## config.mk

```make
export PLATFORM = sky130hd
export DESIGN_NAME = add_seq_ctrl
export DESIGN_NICKNAME = d
export VERILOG_FILES = /design/src/rtl/add_seq_ctrl.sv
export SDC_FILE = /design/constraint.sdc
export NUM_CORES = 1
export LEC_CHECK = 0
export CORE_AREA = 2 2 39 41
export CTS_CLUSTER_DIAMETER = 100
export DETAILED_ROUTE_END_ITERATION = 8
export DIE_AREA = 0 0 41 43
export SLEW_MARGIN = 10
export SYNTH_ARGS = -nofsm -noshare
export SYNTH_HDL_FRONTEND = slang
export SYNTH_SLANG_ARGS = --single-unit
```

## constraint.sdc

```tcl
create_clock -name Clk -period 1.9 [get_ports Clk]
set_input_delay 0.38 -clock Clk [delete_from_list [all_inputs] [get_ports Clk]]
set_output_delay 0.38 -clock Clk [all_outputs]
set_load 0.01 [all_outputs]
```

## src/rtl/add_seq_ctrl.sv

```systemverilog
`default_nettype none
// ============================================================================
// add_seq_ctrl : sequences one bit-serial WIDTH-bit add and commits the result
// Revision     : 1.0
// ============================================================================
module add_seq_ctrl #(
    parameter int WIDTH = 16,
    parameter int CW    = 4
) (
    input  logic          Clk,
    input  logic          Reset,
    input  logic          Run,
    input  logic          Clear,
    output logic          Shift_En,
    output logic          Carry_Clr,
    output logic [CW-1:0] Bit_Idx,
    output logic          Load,
    output logic          Reg_Clr,
    output logic          Busy,
    output logic          Done
);

    typedef enum logic [2:0] {
        S_IDLE  = 3'd0,
        S_CLEAR = 3'd1,
        S_SHIFT = 3'd2,
        S_LOAD  = 3'd3,
        S_HOLD  = 3'd4,
        S_ZERO  = 3'd5
    } state_t;

    localparam logic [CW-1:0] C_LAST = CW'(WIDTH - 1);

    state_t        state_q, state_d;
    logic [CW-1:0] cnt_q, cnt_d;

    always_ff @(posedge Clk) begin
        if (Reset) begin
            state_q <= S_IDLE;
            cnt_q   <= '0;
        end else begin
            state_q <= state_d;
            cnt_q   <= cnt_d;
        end
    end

    always_comb begin
        state_d = state_q;
        cnt_d   = cnt_q;
        case (state_q)
            S_IDLE: begin
                // Run has priority over Clear when both arrive together
                if (Run)        state_d = S_CLEAR;
                else if (Clear) state_d = S_ZERO;
            end
            S_CLEAR: begin
                state_d = S_SHIFT;
                cnt_d   = '0;
            end
            S_SHIFT: begin
                if (cnt_q == C_LAST) state_d = S_LOAD;
                else                 cnt_d   = cnt_q + 1'b1;
            end
            S_LOAD:  state_d = S_HOLD;
            // One press yields one add: Run must drop before re-arming
            S_HOLD:  if (!Run)   state_d = S_IDLE;
            S_ZERO:  if (!Clear) state_d = S_IDLE;
            default: state_d = S_IDLE;
        endcase
    end

    always_comb begin
        Shift_En  = (state_q == S_SHIFT);
        Carry_Clr = (state_q == S_CLEAR);
        Load      = (state_q == S_LOAD);
        Reg_Clr   = (state_q == S_ZERO);
        Done      = (state_q == S_HOLD);
        Busy      = (state_q == S_CLEAR) || (state_q == S_SHIFT) || (state_q == S_LOAD);
        Bit_Idx   = (state_q == S_SHIFT) ? cnt_q : '0;
    end

endmodule
`default_nettype wire

```

* Word level (Yosys, flattened, before mapping)
Index checks and enable logic that the tools add are counted.
Widths: inputs -> output; s select.
** Storage, ports and cells
- Bits in writable memories :: 0
- Output and inout port bits :: 10
- Logic and storage cells :: 29
- Memories :: 0
- Bits in registers :: 7
- Input port bits :: 4
- Bits in read-only memories :: 0
- Bits in latches :: 0
** Operators by class
- Mux-type cells :: 9
- Reduce and logical (&&, ||, !) cells :: 6
- $lt $le $gt $ge :: 0
- Multipliers :: 0
- Bitwise operators :: 0
- Equality and inequality tests :: 11
- Add/subtract/negate cells :: 1
- Shift-type cells :: 0
- Divide/modulo/power cells :: 0
** Operator list (number)
- $pmux 3 s6 :: 1
- $mux 3 :: 5
- $mux 4 :: 2
- $pmux 4 s2 :: 1
- $eq 3x2->1 const B :: 2
- $eq 3x3->1 const B :: 2
- $ne 2x2->1 const B :: 3
- $add 4x1->4 const B :: 1
- $eq 4x4->1 const B :: 1
- $reduce_and 4->1 :: 1
- $eq 3x1->1 const B :: 1
- $logic_not 3->1 :: 1
- $ne 3x3->1 const B :: 1
- $logic_or 1x1->1 :: 2
- $ne 2x1->1 const B :: 1
- $reduce_and 2->1 :: 1
- $reduce_bool 2->1 :: 1

* Depth between registers and ports, before layout
- Word-level depth :: 3
- Mapped depth :: 7

* Least setup slack after synthesis
Ideal clock, no wire load.
- Path kind :: reg2reg
- Start point :: reg state_q[1]
- End point :: reg state_q[0]
- Period minus slack after synthesis :: 1.490 ns
- Arrival :: 1.420 ns
- Path buffers :: 1
- Stages on the path, launching flop included :: 7
- Data required time :: 1.830 ns
- Setup slack :: 0.410 ns
- Setup time :: 0.070 ns
- Cells stage by stage :: dfxtp_1 -> buf_6 -> or3b_4 -> inv_4 -> and2_4 -> or4_1 -> a21oi_1
** On the way
- Longest elaborated chain between the ends :: 3
- Elaborated cells between the ends (all ways) :: 12
- Those cells by class :: 9 x eq/ne; 1 x mux; 2 x reduce/logical
** Ends and longest elaborated chain
- from (decl) :: RTL line 34 : state_t state_q, state_d;
- from (signal assigned) :: RTL line 42 : state_q <= state_d;
- $eq 3x2->1 (*)
- net Shift_En :: RTL line 14 : output logic Shift_En,
- $ne 2x1->1 (no source line)
- $reduce_and 4->1 (no source line)
The timed path passes the listed nets; every way through them passes the cells marked *.
A chain may end at the register's enable or synchronous reset.

* Final worst setup path
- Start point :: reg state_q[1]
- End point :: out Reg_Clr
** On the way
- Longest elaborated chain between the ends :: 1
** Ends and longest elaborated chain
- $eq 3x3->1 :: RTL line 76 : Reg_Clr = (state_q == S_ZERO);
- to (decl) :: RTL line 18 : output logic Reg_Clr,
Every way passes these cells.

==> results.ini <==
[worst_setup_path]
end_kind=output pin
r2r_cells=5
worst-setup-path-type=reg -> out
crit_chain=buf_4 > and3b_2 > clkdlybuf4s50_1
reg2reg_to=state_q[0]$_SDFFE_PP0P_
reg2reg_from=cnt_q[0]$_SDFFE_PP0P_
critical_path_peak_fanout=8
critPathMaxStageDelay_ps=530
rrSetupSlack_ps=310
crit_slowest_cell=clkdlybuf4s50_1
cp-start-kind=register
worst_ep_arrival_time_ps=1480
crit_path_start=state_q[1]$_SDFFE_PP0P_
worstPathRequired_ps=1520

[global_route]
grt_pass1_wl_mm=1.50
grt_overflow_total=0
grt_usage_pct=13.4
grt_max_degree=10
grt_pass1_vias=360
antenna_found_initial=0

[floorplanning]
dieWidth_um=41
io_pins=14
start_util_pct=32.4
dieArea_sq_um=1760
fp.coreArea_sq_um=1380
die_h_um=43
fp-row-count=14

[synth]
synth.mux.area_fraction_pct=2.23
synth_nets=64
synth-simple-area-share_pct=38.3
synthTopCellsByArea=dfxtp_1 (31%), a21oi_1 (6.7%), nand2_1 (5.9%), nor3_1 (5.6%), and2_2 (5.0%)
seq_area_frac_synth_pct=31.3
post_synth_fa_ha_maj_area_fraction_pct=2.79
syn_area_sq_um=448
synthDominantCellAreaShare_pct=31.3
synth_edf_count=0
synthXorXnorAreaFrac_pct=3.91
synth_flop_cell=dfxtp_1
synth_compound_area_share_pct=12.8
synth_cells=59
yosys.area.top_type=dfxtp_1
synth_seq_cells=7
async_flop_share_pct=0
synth.top_cells.by_count=dfxtp_1 (7), nand2_1 (7), a21oi_1 (6), nor3_1 (5)
syn_area_per_cell_sq_um=7.59
yosys_warnings=0
ys_types=27
synth_top_family_by_area=simple AND/OR/NAND/NOR gates

[clock_network]
cts_hold_buf=0
cts_resized=7
cts_setup_buffers=0
clock-root-buffer=clkbuf_4
clk_pin_slew_worst_paths_ps=50
cts.path.max_buffers=2
clk_latency_ps=250
cts_tree=done
cts_max_level=1
cts.sinks=7
cts_buffers=3

[detailed_routing]
drt-pass1-iter-count=4
wl_um=965
routed-via-count=448
drtIter0Drc=6
ant_nets=0
drc=0
vias_per_cell=4.87
routedWlPerCell_um=10.5

[timing]
fin_crit_sh_pct=98.0
rsz0062_at_grt=no
fmax_ghz=0.537
tns_ps=0
slew_headroom_pct=80.9
setup_viol=0
worst_slack_ps=37.8
finalClockSkew_ps=1.36
slew_violations=0
hold_viol=0
period_needed_ps=1860
worst_slew_pin_slew_ps=286

[pwr]
p_leak_uw=0.000269
pwr_density_cell_nw_per_um2=1200
worst_ir_drop_vdd_v=0.000557

[final_layout]
antenna_cells=0
drive_gt1_share_pct=19.7
syn2layout_area_growth_pct=37.7
nNetsFinal=82

[worst_hold_path]
holdPathEnd=cnt_q[1]$_SDFFE_PP0P_
min_path_cells=2
worstHoldStart=cnt_q[1]$_SDFFE_PP0P_
hold_path_class=reg -> reg

[placed_design]
hpwl_um=731
io_buffers=13
dp_slack_ps=57.2
gp_congestion=0.707

[flow_run]
max_cap_viol_count=0

[run_status]
status=finished, final reports clean

-- registers in the layout, indices dropped and copies added (netlist names) --
register	flops
cnt_q	4
state_q	3
-- power breakdown --
group	total [uW]	switching (uW)	internal [uW]
logic	405	207	198
registers	201	20.9	181
clock network	135	54.5	80.1
total	741	283	458
-- how the worst max path moves through the flow --
stage | to | slack, ps | cells past startpoint
5_1_grt | Reg_Clr | 0.6 | 3
2_1_floorplan | state_q[0]$_SDFFE_PP0P_ | 410 | 6
6_report | Reg_Clr | 40 | 3
4_1_cts | Reg_Clr | 30 | 3
3_3_place_gp | Bit_Idx[1] | 60 | 4
3_5_place_dp | Bit_Idx[0] | 60 | 4
-- kinds of logic (layout without fill, tap and decap cells) --
group	after synthesis	in the layout
buffers and inverters	7	24
multiplexers	1	1
XOR/XNOR	2	2
AND/OR/NAND/NOR	31	31
AO/OA/AOI/OAI	10	10
flip-flops	7	7
adder cells (fa/ha/maj)	1	1
-- cell type report --
cell class	instances	area, sq um
inverter	4	17.5
fill	150	767
multi-input combinational	45	269
clock buffer	4	26.3
sequential	7	140
tap	16	20.0
timing repair buffer	16	144
-- critical path: cells and delay by family (launching register included) --
kind,cells,cell delay [ps]
buf+inv,2,690
simple gates,1,240
flops,1,310
-- placed cells by master (no fill, tap or decap), types with 2 or more instances in the layout --
cell type        Yosys  layout
nand2_1              7       7
clkdlybuf4s15_1      0       3
dlygate4sd2_1        0       3
a21oi_1              6       6
dfxtp_1              7       7
nor3_1               5       5
and2_1               2       2
nand3_1              4       4
inv_1                3       3
clkbuf_4             0       3
clkdlybuf4s50_1      0       6
and2_2               3       3
nor2_1               4       4
buf_4                0       3
-- per-stage QoR --
step | area, sq um | hold slack, ps | utilization, % | power (uW) | std cells
after floorplan | 448 | 449 | - | 481 | 59
after global placement | 599 | 507 | 43.3 | 629 | 88
after detailed placement | 599 | 508 | 43.3 | 626 | 88
after CTS | 617 | 515 | 44.6 | 750 | 92
after global routing | 617 | 546 | 44.6 | 799 | 92
final | 617 | 510 | 44.6 | 741 | 92
-- per-layer routing --
metal  share of wire, %  GRT usage, %  vias up  routed length, um
met5                  0             0        -                  0
met3                8.4          3.14        4                 81
li1                   -             -      237                  -
met1                 43          15.5      188                419
met2                 44          18.1       19                424
met4                4.0          14.0        0                 39
Power figures use the tool's default switching activity.
